--- src/rtl/sa_sequencer.sv ---
// sa_sequencer: job sequencer for a small systolic array.
// A job loads LOAD_BYTES bytes from the host and streams them into the array
// in load order. It then waits for the array's ack, with a TIMEOUT-cycle
// limit, captures RES_BYTES result bytes and hands them to the consumer over
// a valid/ready interface.
//
// Ports:
//   clk, rst                 clock, synchronous active-high reset
//   host_valid/data/ready    load-byte stream from the host
//   sa_en, sa_shift_in       array start/shift enable and streamed byte
//   sa_shift_out, sa_ack     result byte from the array and completion flag
//   res_valid/data/ready     result-byte stream to the consumer
//   busy                     high in every state except idle
//   err                      sticky timeout flag, cleared by the next job's first byte
module sa_sequencer #(
    parameter int unsigned LOAD_BYTES = 32,
    parameter int unsigned RES_BYTES  = 16,
    parameter int unsigned TIMEOUT    = 1023
) (
    input  logic       clk,
    input  logic       rst,
    input  logic       host_valid,
    input  logic [7:0] host_data,
    output logic       host_ready,
    output logic       sa_en,
    output logic [7:0] sa_shift_in,
    input  logic [7:0] sa_shift_out,
    input  logic       sa_ack,
    output logic       res_valid,
    output logic [7:0] res_data,
    input  logic       res_ready,
    output logic       busy,
    output logic       err
);

    // Buffers are rounded up to a power of two so pointer widths match exactly.
    localparam int unsigned LW     = (LOAD_BYTES > 1) ? $clog2(LOAD_BYTES) : 1;
    localparam int unsigned RW     = (RES_BYTES > 1) ? $clog2(RES_BYTES) : 1;
    localparam int unsigned LDepth = 1 << LW;
    localparam int unsigned RDepth = 1 << RW;

    localparam logic [LW-1:0] LoadLast    = LW'(LOAD_BYTES - 1);
    localparam logic [RW-1:0] ResLast     = RW'(RES_BYTES - 1);
    localparam logic [15:0]   TimeoutLast = 16'(TIMEOUT - 1);

    typedef enum logic [2:0] {
        StIdle, StLoad, StShift, StWait, StCapture, StOut
    } state_e;

    state_e      state_q, state_d;
    // ld_ptr: write pointer during LOAD, read pointer during SHIFT.
    logic [LW-1:0] ld_ptr_q, ld_ptr_d;
    // rs_ptr: write pointer during CAPTURE, read pointer during OUT.
    logic [RW-1:0] rs_ptr_q, rs_ptr_d;
    logic [15:0]   wait_cnt_q, wait_cnt_d;
    logic          err_q, err_d;
    logic [7:0]    load_buf_q [LDepth];
    logic [7:0]    load_buf_d [LDepth];
    logic [7:0]    res_buf_q  [RDepth];
    logic [7:0]    res_buf_d  [RDepth];

    always_comb begin
        state_d     = state_q;
        ld_ptr_d    = ld_ptr_q;
        rs_ptr_d    = rs_ptr_q;
        wait_cnt_d  = wait_cnt_q;
        err_d       = err_q;
        load_buf_d  = load_buf_q;
        res_buf_d   = res_buf_q;
        host_ready  = 1'b0;
        sa_en       = 1'b0;
        sa_shift_in = 8'h00;
        res_valid   = 1'b0;
        res_data    = 8'h00;

        unique case (state_q)
            StIdle: begin
                host_ready = 1'b1;
                if (host_valid) begin
                    load_buf_d[0] = host_data;
                    err_d         = 1'b0;
                    if (LOAD_BYTES == 1) begin
                        ld_ptr_d = '0;
                        state_d  = StShift;
                    end else begin
                        ld_ptr_d = LW'(1);
                        state_d  = StLoad;
                    end
                end
            end
            StLoad: begin
                host_ready = 1'b1;
                if (host_valid) begin
                    load_buf_d[ld_ptr_q] = host_data;
                    if (ld_ptr_q == LoadLast) begin
                        ld_ptr_d = '0;
                        state_d  = StShift;
                    end else begin
                        ld_ptr_d = ld_ptr_q + LW'(1);
                    end
                end
            end
            StShift: begin
                sa_en       = 1'b1;
                sa_shift_in = load_buf_q[ld_ptr_q];
                if (ld_ptr_q == LoadLast) begin
                    ld_ptr_d   = '0;
                    wait_cnt_d = '0;
                    state_d    = StWait;
                end else begin
                    ld_ptr_d = ld_ptr_q + LW'(1);
                end
            end
            StWait: begin
                // Ack takes priority over an expiring counter.
                if (sa_ack) begin
                    rs_ptr_d = '0;
                    state_d  = StCapture;
                end else if (wait_cnt_q == TimeoutLast) begin
                    err_d      = 1'b1;
                    ld_ptr_d   = '0;
                    rs_ptr_d   = '0;
                    wait_cnt_d = '0;
                    state_d    = StIdle;
                end else begin
                    wait_cnt_d = wait_cnt_q + 16'd1;
                end
            end
            StCapture: begin
                res_buf_d[rs_ptr_q] = sa_shift_out;
                if (rs_ptr_q == ResLast) begin
                    rs_ptr_d = '0;
                    state_d  = StOut;
                end else begin
                    rs_ptr_d = rs_ptr_q + RW'(1);
                end
            end
            StOut: begin
                res_valid = 1'b1;
                res_data  = res_buf_q[rs_ptr_q];
                if (res_ready) begin
                    if (rs_ptr_q == ResLast) begin
                        rs_ptr_d = '0;
                        state_d  = StIdle;
                    end else begin
                        rs_ptr_d = rs_ptr_q + RW'(1);
                    end
                end
            end
            default: state_d = StIdle;
        endcase
    end

    assign busy = (state_q != StIdle);
    assign err  = err_q;

    always_ff @(posedge clk) begin
        if (rst) begin
            state_q    <= StIdle;
            ld_ptr_q   <= '0;
            rs_ptr_q   <= '0;
            wait_cnt_q <= '0;
            err_q      <= 1'b0;
        end else begin
            state_q    <= state_d;
            ld_ptr_q   <= ld_ptr_d;
            rs_ptr_q   <= rs_ptr_d;
            wait_cnt_q <= wait_cnt_d;
            err_q      <= err_d;
        end
    end

    // Data buffers need no reset: every job rewrites each entry before it is read.
    always_ff @(posedge clk) begin
        load_buf_q <= load_buf_d;
        res_buf_q  <= res_buf_d;
    end

endmodule
--- config.mk ---
export PLATFORM = sky130hd
export DESIGN_NAME = sa_sequencer
export DESIGN_NICKNAME = d
export VERILOG_FILES = /design/src/rtl/sa_sequencer.sv
export SDC_FILE = /design/constraint.sdc
export NUM_CORES = 1
export LEC_CHECK = 0
export ABC_AREA = 1
export CORE_MARGIN = 4
export CORE_UTILIZATION = 46
export DETAILED_ROUTE_END_ITERATION = 6
export PLACE_DENSITY = 0.68
export SYNTH_ARGS = -nofsm -noshare
export SYNTH_HDL_FRONTEND = slang
export SYNTH_SLANG_ARGS = --single-unit
--- constraint.sdc ---
create_clock -name clk -period 3.3 [get_ports clk]
set_input_delay 0.66 -clock clk [delete_from_list [all_inputs] [get_ports clk]]
set_output_delay 0.66 -clock clk [all_outputs]
set_load 0.03 [all_outputs]
==> results.tsv <==
metric	value	unit
place.gp.congestion	0.867	
final-hold-violation-count	0	
finalCriticalPeriod	3190	ps
cts_root_buf	clkbuf_16	
grt_remaining_overflow	0	
power_density	746	nW/um^2
drive_gt1_share	9.68	%
clock_latency	540	ps
antenna_left	0	
leakagePower	7.31	nW
path_class	reg -> out	
max_cap_viol_count	0	
num_vias	11900	
core.rowCount	70	
track_usage	19.3	%
antenna_cells	0	
ioPinCount	42	
drt_iter0_markers	1165	
ir_drop	0.513	mV
wl_per_cell	18.3	um
crit_fanout	9	
initial_utilization	47.1	%
ys_ff_latch	413	
setup-violations-final	0	
cts_tree	yes	
synthToLayoutAreaGrowth	15.5	%
place_area	18600	sq um
firstDrtPassIters	5	
drc	0	
synth_cell_type_count	40	
ys_async_sr_fraction	0	%
report.power.total	15.0	mW
yosysWarnings	0	
fin_util	54.4	%
grt_pass1_wl	63300	um
routed_via_density	5.34	
syn-mean-instance-area	10.8	sq um
clock.fmax	313	MHz
finalCritPeriodShare	96.8	%
holdBufCountCts	0	
syn_inst	1612	
layoutNonFillerInstCount	2230	
clkPwrFrac	31.1	%
fin_skew	12.9	ps
worst_pin_slew	940	ps
synth_area	17400	sq um
first_global_vias	11400	
seqPwrFrac	40.4	%
hpwl	24900	um
switching_share	33.6	%
clkTransAtPathRegs	60	ps
hp-class	reg -> reg	
grt_max_degree	88	
fin_area	20100	sq um
nets	1725	
htreeDepth	2	
dpl_worst_slack	480	ps
core_area	37000	sq um
cts_buffer_depth	3	
worstPathRequired	2640	ps
holdWs	464	ps
die_area	41000	sq um
end_kind	output pin	
yosysSeqAreaShare	69.6	%
fp.dieH	202	um
setup_slack	106	ps
clock-sinks	413	
antenna_found_initial	0	
arrival	2530	ps
status	completed	
dp.cells	2147	
synth_nets	1644	
port_buffers	41	
p_comb_share	28.5	%
maxSlewViolCount	0	
ys.flop_type	edfxtp_1	
relSlewSlack	37.1	%
wl	40700	um
finalSetupTns	0	ps
cts_buffers	44	
crit_path_start_kind	flip-flop	
internal_power	9.95	mW
switchingPower	5.03	mW
die_w	202	um
synth_edf_count	384	
==> layout by cell type, fill, tap and decap left out, types with 12 or more instances in the layout <==
| cell type | n |
|---|---|
| edfxtp_1 | 384 |
| buf_4 | 66 |
| dfxtp_1 | 25 |
| nand3_1 | 22 |
| inv_1 | 57 |
| nand4_1 | 12 |
| clkbuf_16 | 45 |
| clkdlybuf4s50_1 | 25 |
| clkbuf_1 | 16 |
| o22ai_1 | 32 |
| nor2_1 | 429 |
| o21ai_1 | 17 |
| o21ai_0 | 214 |
| nand2_1 | 257 |
| a21oi_1 | 24 |
==> state kept, by name, summed over array words and instances (netlist names) <==
name,count
rs_ptr_q,4
load_buf_q,256
ld_ptr_q,5
state_q,3
wait_cnt_q,16
err,1
res_buf_q,128
==> critical path, cell delays in order (launching register included) <==
cell      delay (ps)
dfxtp_1          450
clkinv_1         340
nor3_4           290
buf_12           150
nand2_1           60
nand2_1          140
nor2_1            70
a21oi_1          260
buf_4            220
==> cell type report <==
cell class / instances / area, sq um
inverter: 68 / 263
timing repair buffer: 109 / 1000
multi-input combinational: 1057 / 4720
clock buffer: 61 / 1190
clock inverter: 18 / 168
fill: 3161 / 16900
tap: 504 / 631
sequential: 413 / 12100
==> timing repair <==
item | in CTS | in global routing
buffers inserted | 0 | 4
endpoints found under the setup margin | 4 | 14
gates resized for setup | 6 | 14
pin swaps | 0 | 3
==> per-layer routing <==
layer / wire length (um) / global-route usage [%]
met5: 0 / 0
met4: 1090 / 5.75
met3: 2890 / 2.70
met2: 19100 / 30.8
met1: 17600 / 28.0
==> final timing paths <==
kind              slack [ps]  cells past startpoint              to         from
setup / recovery         110                      8  sa_shift_in[0]  ld_ptr_q[4]
hold / removal           460                      2             err          err
setup reg to reg         850                     13   wait_cnt_q[6]  ld_ptr_q[0]
hold reg to reg          460                      2             err          err
==> power groups by stage <==
stage	logic [mW]	clock network [mW]	registers, mW
floorplan	2.90	0	6.08
global placement	4.11	0	6.15
detailed placement	4.17	0	6.16
CTS	4.21	4.75	6.05
global route	4.75	4.96	6.07
finish	4.27	4.66	6.05
==> cells in the mapped netlist, types with 2 or more instances <==
cell      instances  area [sq um]
clkbuf_1         39           146
o22ai_1          32           200
nand3_1          23           115
buf_2            28           140
nor3_2            7          70.1
a31oi_1           2          12.5
nand2_1         257           965
inv_1            57           214
nand3b_1          2          15.0
nor3_1            5          25.0
nand4_1          12          75.1
inv_2             4          15.0
dfxtp_1          29           581
nor2_1          429          1610
edfxtp_1        384         11500
o21ai_1          17          85.1
buf_6             2          22.5
a21oi_1          24           120
o21ai_0         214          1070
or2_1             2          12.5
buf_4             2          15.0
buf_1             3          11.3
nand2_2           6          37.5
nand2_4           2          22.5
ha_1             11           138
clkinv_1          5          18.8
==> cell families after synthesis <==
logic type / synth area share, %
buffers and inverters: 3.42
xor gates and xnor gates: 0.101
AOI/OAI and AO/OA: 8.70
DFF: 69.6
and+or+nand+nor: 17.4
adders and majority gates: 0.791
(Power assumes the default switching activity.)
